[config.mk]
export PLATFORM = sky130hd
export DESIGN_NAME = fir_tap_sequencer
export DESIGN_NICKNAME = d
export VERILOG_FILES = /design/src/rtl/fir_seq_pkg.sv /design/src/rtl/fir_delay_line.sv /design/src/rtl/fir_tap_sequencer.sv
export SDC_FILE = /design/constraint.sdc
export NUM_CORES = 1
export LEC_CHECK = 0
export BUFFER_PORTS_ARGS = -buffer_cell sky130_fd_sc_hd__clkbuf_2
export CAP_MARGIN = 15
export CELL_PAD_IN_SITES_DETAIL_PLACEMENT = 1
export CELL_PAD_IN_SITES_GLOBAL_PLACEMENT = 1
export CORE_MARGIN = 2
export CORE_UTILIZATION = 50
export DETAILED_ROUTE_END_ITERATION = 16
export PLACE_DENSITY = 0.81
export SLEW_MARGIN = 20
export SYNTH_ARGS = -nofsm -noshare
export SYNTH_HDL_FRONTEND = slang
export SYNTH_HIERARCHICAL = 1
export SYNTH_SLANG_ARGS = --single-unit
export TNS_END_PERCENT = 5
[constraint.sdc]
create_clock -name clk -period 6.1 [get_ports clk]
set_clock_uncertainty 0.1 [all_clocks]
set_input_delay 1.22 -clock clk [delete_from_list [all_inputs] [get_ports clk]]
set_output_delay 1.22 -clock clk [all_outputs]
set_load 0.02 [all_outputs]
[src/rtl/fir_seq_pkg.sv]
// Shared types and sizing for the fp16 FIR tap sequencer.
package fir_seq_pkg;

  localparam int FIR_NTAPS = 64;
  localparam int FIR_AW    = 6;
  localparam int FP16_W    = 16;

  typedef enum logic [1:0] {
    CLEAR = 2'd0,
    IDLE  = 2'd1,
    RUN   = 2'd2
  } fir_seq_state_t;

endpackage

[src/rtl/fir_delay_line.sv]
// Circular sample delay line: one synchronous write port, one combinational
// read port. Contents are never reset; the sequencer zeroes them explicitly.
module fir_delay_line
  import fir_seq_pkg::*;
#(
  parameter int NTAPS = FIR_NTAPS,
  parameter int AW    = FIR_AW,
  parameter int DW    = FP16_W
) (
  input  logic          clk,
  input  logic          we,
  input  logic [AW-1:0] waddr,
  input  logic [DW-1:0] wdata,
  input  logic [AW-1:0] raddr,
  output logic [DW-1:0] rdata
);

  logic [DW-1:0] mem [NTAPS];

  // Sample storage: single write per cycle, data path only, no reset.
  always_ff @(posedge clk) begin
    if (we) begin
      mem[waddr] <= wdata;
    end
  end

  assign rdata = mem[raddr];

endmodule

[src/rtl/fir_tap_sequencer.sv]
// Tap sequencer for the 64-tap fp16 FIR: accepts one sample per burst, walks
// the coefficient address space and streams (coefficient, delayed sample)
// pairs with first/last framing to the MAC.
module fir_tap_sequencer
  import fir_seq_pkg::*;
#(
  parameter int NTAPS = FIR_NTAPS,
  parameter int AW    = FIR_AW,
  parameter int DW    = FP16_W
) (
  input  logic          clk,
  input  logic          rst_n,
  input  logic          clr,
  input  logic          in_valid,
  input  logic [DW-1:0] in_data,
  output logic          in_ready,
  output logic [AW-1:0] cmem_addr,
  input  logic [DW-1:0] cmem_q,
  output logic          op_valid,
  input  logic          op_ready,
  output logic [DW-1:0] op_coef,
  output logic [DW-1:0] op_sample,
  output logic          op_first,
  output logic          op_last,
  output logic          busy
);

  localparam logic [AW-1:0] LAST_IDX = AW'(NTAPS - 1);
  localparam logic [AW-1:0] ONE      = AW'(1);

  fir_seq_state_t state_q, state_d;
  logic [AW-1:0]  wr_ptr_q, wr_ptr_d;
  logic [AW-1:0]  k_q, k_d;
  logic [AW-1:0]  clr_idx_q, clr_idx_d;

  logic           dl_we;
  logic [AW-1:0]  dl_waddr;
  logic [DW-1:0]  dl_wdata;
  logic [AW-1:0]  dl_raddr;
  logic [DW-1:0]  dl_rdata;

  // Control state: FSM, tap counter, clear index and write pointer.
  always_ff @(posedge clk or negedge rst_n) begin
    if (!rst_n) begin
      state_q   <= CLEAR;
      wr_ptr_q  <= '0;
      k_q       <= '0;
      clr_idx_q <= '0;
    end else begin
      state_q   <= state_d;
      wr_ptr_q  <= wr_ptr_d;
      k_q       <= k_d;
      clr_idx_q <= clr_idx_d;
    end
  end

  // Next-state, delay-line write control and handshake outputs; clr overrides all.
  always_comb begin
    state_d   = state_q;
    wr_ptr_d  = wr_ptr_q;
    k_d       = k_q;
    clr_idx_d = clr_idx_q;
    dl_we     = 1'b0;
    dl_waddr  = wr_ptr_q;
    dl_wdata  = in_data;
    in_ready  = 1'b0;
    op_valid  = 1'b0;
    op_first  = 1'b0;
    op_last   = 1'b0;

    unique case (state_q)
      CLEAR: begin
        dl_we    = 1'b1;
        dl_waddr = clr_idx_q;
        dl_wdata = '0;
        if (clr_idx_q == LAST_IDX) begin
          state_d   = IDLE;
          clr_idx_d = '0;
          wr_ptr_d  = '0;
        end else begin
          clr_idx_d = clr_idx_q + ONE;
        end
      end
      IDLE: begin
        in_ready = !clr;
        if (in_valid && !clr) begin
          dl_we   = 1'b1;
          k_d     = '0;
          state_d = RUN;
        end
      end
      RUN: begin
        op_valid = 1'b1;
        op_first = (k_q == '0);
        op_last  = (k_q == LAST_IDX);
        if (op_ready) begin
          k_d = k_q + ONE;
          if (k_q == LAST_IDX) begin
            wr_ptr_d = wr_ptr_q + ONE;
            state_d  = IDLE;
          end
        end
      end
      default: begin
        state_d = CLEAR;
      end
    endcase

    // A clear request aborts whatever is in flight and restarts the sweep at 0.
    if (clr) begin
      state_d   = CLEAR;
      clr_idx_d = '0;
    end
  end

  // Newest sample sits at wr_ptr; tap k reads k samples back, wrapping mod NTAPS.
  assign dl_raddr  = wr_ptr_q - k_q;
  assign cmem_addr = k_q;
  assign op_coef   = cmem_q;
  assign op_sample = dl_rdata;
  assign busy      = (state_q != IDLE);

  fir_delay_line #(
    .NTAPS (NTAPS),
    .AW    (AW),
    .DW    (DW)
  ) u_delay_line (
    .clk   (clk),
    .we    (dl_we),
    .waddr (dl_waddr),
    .wdata (dl_wdata),
    .raddr (dl_raddr),
    .rdata (dl_rdata)
  );

endmodule

==> results.md, run 1 <==
- Maximum clock frequency: 167.4 MHz
- Setup bufs post-CTS: 0
- H-tree levels: 3
- Power per cell area: 348.8 mW/mm2
- Yosys reg bits: 1044
- # Max-Cap Violations: 0
- Cell Area, Synth: 0.04143 mm2
- Drt pass-1 iters: 5
- CP delay by family, top: adder cells
- Number of synthesized flops with an enable pin: 1024
- RSZ-0062 raised after global routing: false
- Die Wd: 291.9 um
- Cts bufs inserted: 100
- # IOs: 80
- Endpoints failing setup: 0
- Nets: 2210
- CP Max Fanout: 31
- Layout cells sized above 1: 0.2742
- Worst-margin pin slew: 1.130 ns
- Worst hold margin: 0.4428 ns
- Most frequent CP cell: inv_1
- Clock transition at the registers of the reported paths: 0.06 ns
- Clk buf depth: 3
- Top FF cell, synth: edfxtp_1
- Initial antenna violation count: 3
- Slowest stage delay, CP: 0.98 ns
- Yosys cell types: 71
- CP arrival: 4.66 ns
- GR Util met2: 0.4407
- Critical Path, Cell by Cell: inv_1 > ha_1 > inv_1 > fa_4 > buf_4 > mux4_2 > mux2i_1 > nand3_1 > a31oi_1 > a311oi_1 > clkbuf_2
- Final wirelength: 108600 um
- Crit share post-route: 0.9795
- Die area: 0.08518 mm2
- Rows: 105
- Hold WC Path Type: input pin to async pin
- Drt first-iter violations: 2237
- Fill count: 7026
- Design area: 0.04645 mm2
- Vias in the first global route: 22510
- WS Path Type: flop to output pin
- Buf/Inv on CP: 4
- Vert. Die Dim: 291.9 um
- Leak: 15.05 nW
- Overall power: 16.20 mW
- Startpoint types: flop
- Clock latency on the worst-skew pair: 0.65 ns
- Status: complete, no violations
- Drc violations: 0
- CTS sink cnt: 1044
- Cell Area, Placed: 0.04335 mm2
- Post-Syn Instances: 2017
- First-pass GRT wire length: 158800 um
- Root Buffer: clkbuf_16
- Diodes inserted: 0
- Met1 Track Usage GR: 0.3249
- Register area share after synthesis: 0.7543
- Setup TNS: 0 ns
- Most frequent cells in the layout: 1024 x edfxtp_1, 220 x mux4_2, 119 x buf_4, 103 x clkbuf_16, 87 x mux2i_1
- GR Util met3: 0.04658
- GRT Residual Overflow: 0
- Max_slew headroom: 0.2437
- Global placement routability congestion: 0.8657
- Vias: 21150
- Post-route antenna net violation count: 0
- CTS tree: yes
- Min Clock Period, post-route: 5.975 ns
- Mean Syn Cell Area: 20.54 um2
- Area grow syn2layout: 12.10%
- Post-Route Utilization: 0.5657
- Port Buffer Count: 47
- Max VDD drop: 190.3 uV
- Final Hold Fails: 0
- Post-DR vias/cell: 6.397
- Gr usage total: 0.2585
- Synth warn: 6
- Fin. max-slew vios: 0
- Crit end category: output pin
- HPWL Detailed: 65450 um
- Fraction of registers with async set/reset: 0.01916
- Crit path max-delay cell type: fa_4
- Std-Cell Core Area: 0.08211 mm2
- Gr busiest metal: met2
- Post-Syn Nets: 2064
- Commonest non-fill, non-tap cell in the layout: edfxtp_1
- Req. time, crit path: 4.78 ns
- Initial Util: 0.5046
- Largest net degree at the start of global routing: 78
- Wire per inst: 32.84 um
==> layout make-up <==
type,count,area [um2],area share
multi-input combinational,828,9432,0.2031
clock buffer,131,2723,0.05862
sequential,1044,31250,0.6728
timing repair buffer,173,1269,0.02732
clock inverter,44,366.6,0.007893
inverter,16,67.56,0.001455
tap,1070,1339,0.02882
==> cells by family after synthesis <==
kind of cell | count (synthesis) | synth area share
adder cells (fa/ha/maj) | 10 | 0.003201
multiplexers | 338 | 0.1505
flip-flops | 1044 | 0.7543
XOR/XNOR | 8 | 0.001691
buffers and inverters | 145 | 0.02313
AO/OA/AOI/OAI | 172 | 0.03041
AND/OR/NAND/NOR | 300 | 0.03681
==> final timing paths <==
kind                                    from                  endpoint  slack [ns]  depth (start not counted)
worst max register to register    state_q[1]  u_delay_line/mem[27][10]        1.62                          7
worst max-delay path             wr_ptr_q[0]              op_sample[1]        0.12                         11
worst min register to register  clr_idx_q[5]              clr_idx_q[5]        0.46                          1
max in group asynchronous              rst_n              clr_idx_q[0]        5.09                          1
min in group clk                clr_idx_q[5]              clr_idx_q[5]        0.46                          1
worst min-delay path                   rst_n              cmem_addr[4]        0.44                          1
==> power breakdown <==
| group | total [mW] | switching [mW] | leakage, nW | internal [mW] |
|---|---|---|---|---|
| clock | 5.93 | 2.58 | 1.52 | 3.34 |
| sequential | 7.83 | 0.0201 | 9.77 | 7.81 |
| combinational | 2.45 | 1.48 | 3.76 | 0.968 |
==> Yosys cell counts (5+ instances only) <==
cell      count  area (um2)
edfxtp_1   1024       30750
mux4_2      220        4955
mux2i_1      87       870.8
nor2_1       81       304.0
nand2_1      72       270.3
nor2b_1      47       294.0
a22oi_1      39       292.8
buf_2        39       195.2
nand3_1      36       180.2
buf_4        29       217.7
clkbuf_1     29       108.9
mux2_2       27       304.0
a21oi_1      26       130.1
dfrtp_1      20       500.5
o21ai_0      19       95.09
buf_6        18       202.7
a221oi_1     16       140.1
inv_1        16       60.06
nand4_1      15       93.84
a211o_1      10       87.58
a311oi_1     10       87.58
ha_1          9       112.6
a211oi_1      8       60.06
a31oi_1       8       50.05
a221o_1       6       60.06
a22o_1        6       52.55
nor3_1        6       30.03
a41oi_1       5       43.79
and4_1        5       43.79
buf_12        5       100.1
==> metrics by stage <==
| step | setup WS [ns] | cells |
|---|---|---|
| global route | 0.0008744 | 3306 |
| floorplan | 1.679 | 2017 |
| detailed placement | 0.8479 | 3131 |
| global placement | 0.9026 | 3131 |
| finish | 0.1248 | 3306 |
| CTS | 0.01672 | 3306 |
==> registers in the layout, summed over array words and instances, names as in the netlist <==
signal,cells
wr_ptr_q,6
state_q,2
clr_idx_q,6
u_delay_line/mem,1024
cmem_addr,6
==> worst reg2reg max path, delay by kind of cell (launching register included) <==
kind                   cells  cell delay [ns]
and+or+nand+nor            5             2.37
DFF                        1             0.67
buffers and inverters      1             0.52
AOI/OAI and AO/OA          1             0.42
==> what timing repair did <==
item | in CTS | in global routing
hold buffers | 0 | 0
setup endpoints to repair | 0 | 4
resized for setup | 0 | 4
==> metal layers <==
layer	part of all wire	routed length, um	up-vias
met5	0.00041	45	-
met4	0.046	4967	6
met3	0.079	8619	242
met2	0.51	55410	1106
met1	0.36	39520	11190
li1	-	-	8602
(Power assumes the default switching activity.)
==> run 2, diff against run 1 <==
--- a/config.mk
+++ b/config.mk
@@ -12,10 +12,9 @@
 export CORE_MARGIN = 2
 export CORE_UTILIZATION = 50
 export DETAILED_ROUTE_END_ITERATION = 16
-export PLACE_DENSITY = 0.81
+export PLACE_DENSITY = 0.8
 export SLEW_MARGIN = 20
 export SYNTH_ARGS = -nofsm -noshare
 export SYNTH_HDL_FRONTEND = slang
-export SYNTH_HIERARCHICAL = 1
 export SYNTH_SLANG_ARGS = --single-unit
 export TNS_END_PERCENT = 5
==> run 2 against run 1 <==
The flow now finishes with violations (negative setup slack). Wire length decreased by 2.2%. Worst hold slack improved by 0.0035 ns. Clock power increased by 9.1%. Area after synthesis increased by 0.16%. Critical endpoint is now op_sample[12]. Largest cell class unchanged. Largest power group unchanged.
==> results.md, run 2 <==
- Status: finished with violations (was complete, no violations)
- Failing checks: negative setup slack
- Dominant cell type by area after synthesis: edfxtp_1 (unchanged)
- R2r setup slk: 2.25 ns (was 1.62 ns)
- Gr usage total: 0.2539 (was 0.2585)
- H-tree levels: 3 (unchanged)
- Nets: 2096 (was 2210)
- Clock transition at the registers of the reported paths: 0.06 ns (about the same)
- Cts bufs inserted: 101 (was 100)
- Initial Util: 0.5054 (was 0.5046)
- Reg2Reg Depth: 6 (was 7)
- Area grow syn2layout: 13.03% (was 12.10%)
- CTS tree: yes (unchanged)
- Req. time, crit path: 4.78 ns (about the same)
- Final wirelength: 106200 um (was 108600 um)
- Drt first-iter violations: 2514 (was 2237)
- Clk buf depth: 3 (unchanged)
- Most frequent CP cell: mux2i_1 (was inv_1)
- Yosys reg bits: 1044 (unchanged)
- CP arrival: 4.82 ns (was 4.66 ns)
- Most numerous cell in the Yosys netlist: edfxtp_1 (unchanged)
- HPWL Detailed: 59450 um (was 65450 um)
- First-pass GRT wire length: 155800 um (was 158800 um)
- Worst hold margin: 0.4463 ns (was 0.4428 ns)
- Cell Area, Placed: 0.04348 mm2 (was 0.04335 mm2)
- Global placement routability congestion: 0.7907 (was 0.8657)
- # IOs: 80 (unchanged)
- Worst-margin pin slew: 1.078 ns (was 1.130 ns)
- Port Buffer Count: 47 (unchanged)
- Drt pass-1 iters: 5 (unchanged)
- Initial antenna violation count: 1 (was 3)
- Fill count: 6887 (was 7026)
- # Max-Cap Violations: 0 (unchanged)
- Vias in the first global route: 21990 (was 22510)
- Mean Syn Cell Area: 22.00 um2 (was 20.54 um2)
- Pre-CTS setup slack: 0.7318 ns (was 0.8479 ns)
- Min Clock Period, post-route: 6.136 ns (was 5.975 ns)
- Synth top area share: 0.7410 (was 0.7422)
- Top FF cell, synth: edfxtp_1 (unchanged)
- Post-Syn Instances: 1886 (was 2017)
- Final worst-path setup slack: -0.03618 ns (was 0.1248 ns)
- Register area share after synthesis: 0.7531 (was 0.7543)
- Register bank with the most flops: u_delay_line.mem (was u_delay_line/mem)
- Wire per inst: 33.14 um (was 32.84 um)
- CP Max Fanout: 15 (was 31)
- Post-DR vias/cell: 6.354 (was 6.397)
- Crit path max-delay cell type: xnor2_4 (was fa_4)
- Maximum clock frequency: 163.0 MHz (was 167.4 MHz)
- Root Buffer: clkbuf_16 (unchanged)
- Synth warn: 0 (was 6)
- Crit end category: output pin (unchanged)
- Max FFs per register: 1024 (unchanged)
- Worst R2R Start: state_q[0] (was state_q[1])
- RSZ-0062 raised after global routing: true (was false)
- Design area: 0.04691 mm2 (was 0.04645 mm2)
- Fin. max-slew vios: 0 (unchanged)
- Rows: 105 (unchanged)
- Drc violations: 0 (unchanged)
- Leak: 16.19 nW (was 15.05 nW)
- Setup bufs post-CTS: 0 (unchanged)
- Setup TNS: -0.03618 ns (was 0 ns)
- CP startpoint: wr_ptr_q[0] (unchanged)
- Post-route antenna net violation count: 0 (unchanged)
- Setup crit end: op_sample[12] (was op_sample[1])
- Die Wd: 292.1 um (was 291.9 um)
- Std-Cell Core Area: 0.08211 mm2 (unchanged)
- Slowest stage delay, CP: 0.73 ns (was 0.98 ns)
- Most frequent cells in the layout: 1024 x edfxtp_1, 256 x mux4_2, 238 x mux2i_1, 103 x clkbuf_16, 102 x buf_4 (was 1024 x edfxtp_1, 220 x mux4_2, 119 x buf_4, 103 x clkbuf_16, 87 x mux2i_1)
- Vias: 20370 (was 21150)
- Endpoints failing setup: 1 (was 0)
- Fraction of registers with async set/reset: 0.01916 (unchanged)
- Commonest non-fill, non-tap cell in the layout: edfxtp_1 (unchanged)
- Clock latency on the worst-skew pair: 0.66 ns (was 0.65 ns)
- WS Path Type: flop to output pin (unchanged)
- CTS sink cnt: 1044 (unchanged)
- Final Hold Fails: 0 (unchanged)
- Max_slew headroom: 0.2789 (was 0.2437)
- Post-Syn Nets: 1933 (was 2064)
- Critical Path, Cell by Cell: inv_1 > ha_4 > fa_4 > inv_1 > a21o_1 > a21oi_2 > xnor2_4 > buf_12 > buf_12 > mux2i_1 > mux2i_1 > mux2i_1 > clkbuf_2 (was inv_1 > ha_1 > inv_1 > fa_4 > buf_4 > mux4_2 > mux2i_1 > nand3_1 > a31oi_1 > a311oi_1 > clkbuf_2)
- Layout cells sized above 1: 0.2830 (was 0.2742)
- Die area: 0.08531 mm2 (was 0.08518 mm2)
- Vert. Die Dim: 292.1 um (was 291.9 um)
- Reg2reg end: u_delay_line.mem[34][10] (was u_delay_line/mem[27][10])
- Power per cell area: 359.7 mW/mm2 (was 348.8 mW/mm2)
- Max VDD drop: 359.4 uV (was 190.3 uV)
- Synth top area cells: edfxtp_1 74%, mux4_2 14%, mux2i_1 5.8%, dfrtp_1 1.2%, buf_6 0.90% (was edfxtp_1 74%, mux4_2 12%, mux2i_1 2.1%, dfrtp_1 1.2%, mux2_2 0.73%)
- Yosys cell types: 48 (was 71)
- GRT Residual Overflow: 0 (unchanged)
- Post-synth top cells: 1024 x edfxtp_1, 256 x mux4_2, 242 x mux2i_1 (was 1024 x edfxtp_1, 220 x mux4_2, 87 x mux2i_1)
- Hold WC Path Type: input pin to async pin (unchanged)
- Number of synthesized flops with an enable pin: 1024 (unchanged)
- Startpoint types: flop (unchanged)
- Crit share post-route: 1.006 (was 0.9795)
- Cell Area, Synth: 0.04150 mm2 (was 0.04143 mm2)
- Largest net degree at the start of global routing: 65 (was 78)
-- run 2: cell count changes after synthesis, sizes merged, moves of 12 or more --
cell	before	now
nand2	74	32
nand3	37	7
clkbuf	32	14
mux2	27	1
mux4	224	256
o21ai	22	9
nor2b	47	2
a221oi	17	0
mux2i	87	242
a22oi	39	1
and2	4	16
a21oi	27	9
-- run 2: report_power, final --
group	total [mW]	switching [mW]	internal (mW)	leakage, nW
logic	2.58	1.48	1.09	4.36
registers	7.82	0.0202	7.80	10.2
clock network	6.47	2.66	3.81	1.66
-- run 2: area by class of cell --
cell class	instances	area [um2]	area share
repair buffers	165	1321	0.02817
well taps	1070	1339	0.02854
diodes	1	2.502	0.00005335
inverters	10	37.54	0.0008003
flip-flops and latches	1044	31250	0.6662
clock buffers	132	2706	0.05770
clock inverters	56	703.2	0.01499
multi-input cells	727	9545	0.2035
-- run 2: per-stage QoR --
stage	std cells	power (mW)	utilization
after floorplan	1886	9.679	-
after global placement	3015	10.43	0.5292
after detailed placement	3016	10.51	0.5295
after CTS	3204	16.97	0.5710
after global routing	3204	17.32	0.5712
final	3205	16.87	0.5712
-- run 2: how the worst min path moves through the flow --
stage,startpoint,endpoint,slack (ns),depth (start not counted)
after floorplan,clr_idx_q[1],clr_idx_q[1],0.47,2
after global placement,clr_idx_q[1],clr_idx_q[1],0.50,2
after detailed placement,clr_idx_q[1],clr_idx_q[1],0.52,2
after CTS,rst_n,state_q[1],0.42,1
after global routing,rst_n,state_q[0],0.44,1
final,rst_n,state_q[0],0.45,1
-- run 2: what timing repair did --
| item | CTS | global route |
|---|---|---|
| gates cloned | 0 | 0 |
| hold buffers | 0 | 0 |
| resized for setup | 1 | 3 |
| endpoints found under the setup margin | 1 | 3 |
-- run 2: cell families (layout without fill, tap and decap cells) --
| logic type | count (synthesis) | count (layout) | synth area share |
|---|---|---|---|
| flip-flops | 1044 | 1044 | 0.7531 |
| AO/OA/AOI/OAI | 28 | 28 | 0.004221 |
| multiplexers | 499 | 499 | 0.1976 |
| XOR/XNOR | 14 | 14 | 0.003588 |
| other | 0 | 1 | 0 |
| buffers and inverters | 115 | 363 | 0.01894 |
| adder cells (fa/ha/maj) | 10 | 10 | 0.003196 |
| AND/OR/NAND/NOR | 176 | 176 | 0.01942 |
-- run 2: metal layers --
metal,global-route usage,share of wire,vias to the layer above
met2,0.4141,0.50,1179
met4,0.08285,0.030,0
met1,0.3500,0.39,10820
met5,0,0,-
met3,0.04681,0.087,228
li1,-,-,8139
-- run 2: critical path, delay by kind of cell, from the launching register on --
family / cells / cell delay, ns
AOI/OAI and AO/OA: 2 / 0.23
muxes: 3 / 1.13
adders and majority gates: 2 / 0.66
buffers and inverters: 5 / 0.96
xor gates and xnor gates: 1 / 0.73
DFF: 1 / 0.41
==> run 3, diff against run 2 <==
--- a/config.mk
+++ b/config.mk
@@ -8,11 +8,11 @@
 export BUFFER_PORTS_ARGS = -buffer_cell sky130_fd_sc_hd__clkbuf_2
 export CAP_MARGIN = 15
 export CELL_PAD_IN_SITES_DETAIL_PLACEMENT = 1
-export CELL_PAD_IN_SITES_GLOBAL_PLACEMENT = 1
+export CELL_PAD_IN_SITES_GLOBAL_PLACEMENT = 2
 export CORE_MARGIN = 2
 export CORE_UTILIZATION = 50
 export DETAILED_ROUTE_END_ITERATION = 16
-export PLACE_DENSITY = 0.8
+export PLACE_DENSITY = 0.87
 export SLEW_MARGIN = 20
 export SYNTH_ARGS = -nofsm -noshare
 export SYNTH_HDL_FRONTEND = slang
==> run 3 against run 2 <==
The flow now finishes without violations. Sequential share of layout area up 0.15 points. Count of clock-buffer cells in the layout decreased by 6. Setup slack improved by 0.14 ns. Register-to-register slack worse by 0.05 ns. Clock power up 2%. Via count fell by 1.9%. Combinational power is 2% lower. Utilization shrank 0.13 points. Largest power group unchanged.
==> results.md, run 3 (synthesis gave the netlist of run 2 again) <==
- Status: complete, no violations (was finished with violations)
- Clk buf depth: 3 (unchanged)
- Worst-margin pin slew: 1.051 ns (was 1.078 ns)
- Die area: 0.08531 mm2 (unchanged)
- Setup TNS: 0 ns (was -0.03618 ns)
- RSZ-0062 raised after global routing: true (unchanged)
- Max VDD drop: 280.9 uV (was 359.4 uV)
- Vias in the first global route: 21430 (was 21990)
- Most frequent CP cell: mux2i_1 (unchanged)
- Clock latency on the worst-skew pair: 0.66 ns (about the same)
- Global placement routability congestion: 0.7980 (was 0.7907)
- CTS Hold Bufs: 0 (unchanged)
- Port Buffer Count: 47 (unchanged)
- Wire per inst: 32.18 um (was 33.14 um)
- Cell Area, Placed: 0.04325 mm2 (was 0.04348 mm2)
- Hold WC Path Type: input pin to async pin (unchanged)
- Area grow syn2layout: 12.77% (was 13.03%)
- Buf/Inv on CP: 4 (was 5)
- H-tree levels: 3 (unchanged)
- GRT Residual Overflow: 0 (unchanged)
- Nets: 2078 (was 2096)
- CP arrival: 4.67 ns (was 4.82 ns)
- Initial antenna violation count: 3 (was 1)
- Maximum clock frequency: 166.8 MHz (was 163.0 MHz)
- Min Clock Period, post-route: 5.995 ns (was 6.136 ns)
- Most frequent cells in the layout: 1024 x edfxtp_1, 256 x mux4_2, 231 x mux2i_1, 105 x clkbuf_16, 90 x buf_4 (was 1024 x edfxtp_1, 256 x mux4_2, 238 x mux2i_1, 103 x clkbuf_16, 102 x buf_4)
- First-pass GRT wire length: 149700 um (was 155800 um)
- Final wirelength: 102500 um (was 106200 um)
- Layout cells sized above 1: 0.2802 (was 0.2830)
- Root Buffer: clkbuf_16 (unchanged)
- Post-route antenna net violation count: 0 (unchanged)
- Critical Path, Cell by Cell: inv_1 > ha_4 > fa_4 > buf_12 > buf_4 > mux4_2 > mux2i_1 > mux2i_1 > mux2i_2 > mux2i_4 > clkbuf_2 (was inv_1 > ha_4 > fa_4 > inv_1 > a21o_1 > a21oi_2 > xnor2_4 > buf_12 > buf_12 > mux2i_1 > mux2i_1 > mux2i_1 > clkbuf_2)
- Vert. Die Dim: 292.1 um (unchanged)
- Fill count: 6805 (was 6887)
- Power per cell area: 361.7 mW/mm2 (was 359.7 mW/mm2)
- Vias: 19980 (was 20370)
- Final Hold Fails: 0 (unchanged)
- Drt pass-1 iters: 5 (unchanged)
- Req. time, crit path: 4.78 ns (about the same)
- # Max-Cap Violations: 0 (unchanged)
- Crit end category: output pin (unchanged)
- Gr usage total: 0.2449 (was 0.2539)
- CP delay by family, top: multiplexers (unchanged)
- Overall power: 16.93 mW (was 16.87 mW)
- CTS sink cnt: 1044 (unchanged)
- HPWL Detailed: 57350 um (was 59450 um)
- Commonest non-fill, non-tap cell in the layout: edfxtp_1 (unchanged)
- Design area: 0.04680 mm2 (was 0.04691 mm2)
- Slowest stage delay, CP: 1.00 ns (was 0.73 ns)
- WS Path Type: flop to output pin (unchanged)
- Max FFs per register: 1024 (unchanged)
- Crit path max-delay cell type: fa_4 (was xnor2_4)
- Cts bufs inserted: 102 (was 101)
- Clock transition at the registers of the reported paths: 0.06 ns (about the same)
- Largest net degree at the start of global routing: 91 (was 65)
- CP Max Fanout: 28 (was 15)
- Initial Util: 0.5054 (unchanged)
- Startpoint types: flop (unchanged)
- CTS tree: yes (unchanged)
- Leak: 16.12 nW (was 16.19 nW)
- Crit share post-route: 0.9828 (was 1.006)
- Post-DR vias/cell: 6.276 (was 6.354)
- # IOs: 80 (unchanged)
- Rows: 105 (unchanged)
- Drc violations: 0 (unchanged)
- Fin. max-slew vios: 0 (unchanged)
- Drt first-iter violations: 2189 (was 2514)
- Setup bufs post-CTS: 0 (unchanged)
- Register bank with the most flops: u_delay_line.mem (unchanged)
- Std-Cell Core Area: 0.08211 mm2 (unchanged)
- Endpoints failing setup: 0 (was 1)
- Max_slew headroom: 0.2968 (was 0.2789)
- Die Wd: 292.1 um (unchanged)
## run 3: cell count changes in the layout (fill, tap and decap cells not counted), sizes merged
cell,previous run,this run
clkbuf,179,173
bufinv,16,19
clkinv,31,36
buf,118,99
clkinvlp,5,3
inv,14,12
## run 3: path summary, 6_finish.rpt
kind | start | end | slack [ns] | depth (start not counted)
worst max-delay path | wr_ptr_q[0] | op_sample[14] | 0.11 | 11
worst min-delay path | rst_n | clr_idx_q[1] | 0.44 | 1
worst max register to register | state_q[0] | u_delay_line.mem[39][6] | 2.20 | 5
worst min register to register | clr_idx_q[1] | clr_idx_q[1] | 0.52 | 2
max in group asynchronous | rst_n | wr_ptr_q[2] | 5.09 | 1
min in group clk | clr_idx_q[1] | clr_idx_q[1] | 0.52 | 2
## run 3: layer usage
layer  share of wire  vias to the layer above  routed length, um  global-route usage
met4           0.025                        0               2605             0.07091
met3           0.068                      174               6950             0.03943
met5               0                        -                  0                   0
met1            0.41                    10830              42090              0.3461
li1                -                     8109                  -                   -
met2            0.50                      873              50800              0.3989
## run 3: metrics by stage
step / hold WS [ns] / util / instances / worst slack (ns)
2_1_floorplan: 0.4670 / - / 1886 / 2.116
4_1_cts: 0.4324 / 0.5693 / 3183 / 0.02995
5_1_grt: 0.4468 / 0.5699 / 3183 / -0.04956
3_3_place_gp: 0.4997 / 0.5267 / 2997 / 0.4239
6_report: 0.4368 / 0.5699 / 3184 / 0.1050
3_5_place_dp: 0.5123 / 0.5267 / 2997 / 0.3924
## run 3: area by class of cell
class | count | area [um2] | share of cell area
Sequential cell | 1044 | 31250 | 0.6678
Multi-Input combinational cell | 727 | 9598 | 0.2051
Clock buffer | 126 | 2706 | 0.05783
Tap cell | 1070 | 1339 | 0.02861
Timing Repair Buffer | 146 | 1091 | 0.02331
Clock inverter | 60 | 773.2 | 0.01652
Inverter | 10 | 37.54 | 0.0008021
Antenna cell | 1 | 2.502 | 0.00005347
## run 3: report_power, final
group	switching (mW)	total (mW)	internal [mW]
combinational	1.45	2.52	1.07
clock	2.64	6.59	3.94
sequential	0.0206	7.82	7.80
## run 3: what timing repair did
| action | 4_1_cts | 5_1_grt |
|---|---|---|
| resized for setup | 5 | 8 |
| pin swaps | 0 | 0 |
| cloned | 0 | 0 |
| endpoints found under the setup margin | 2 | 6 |
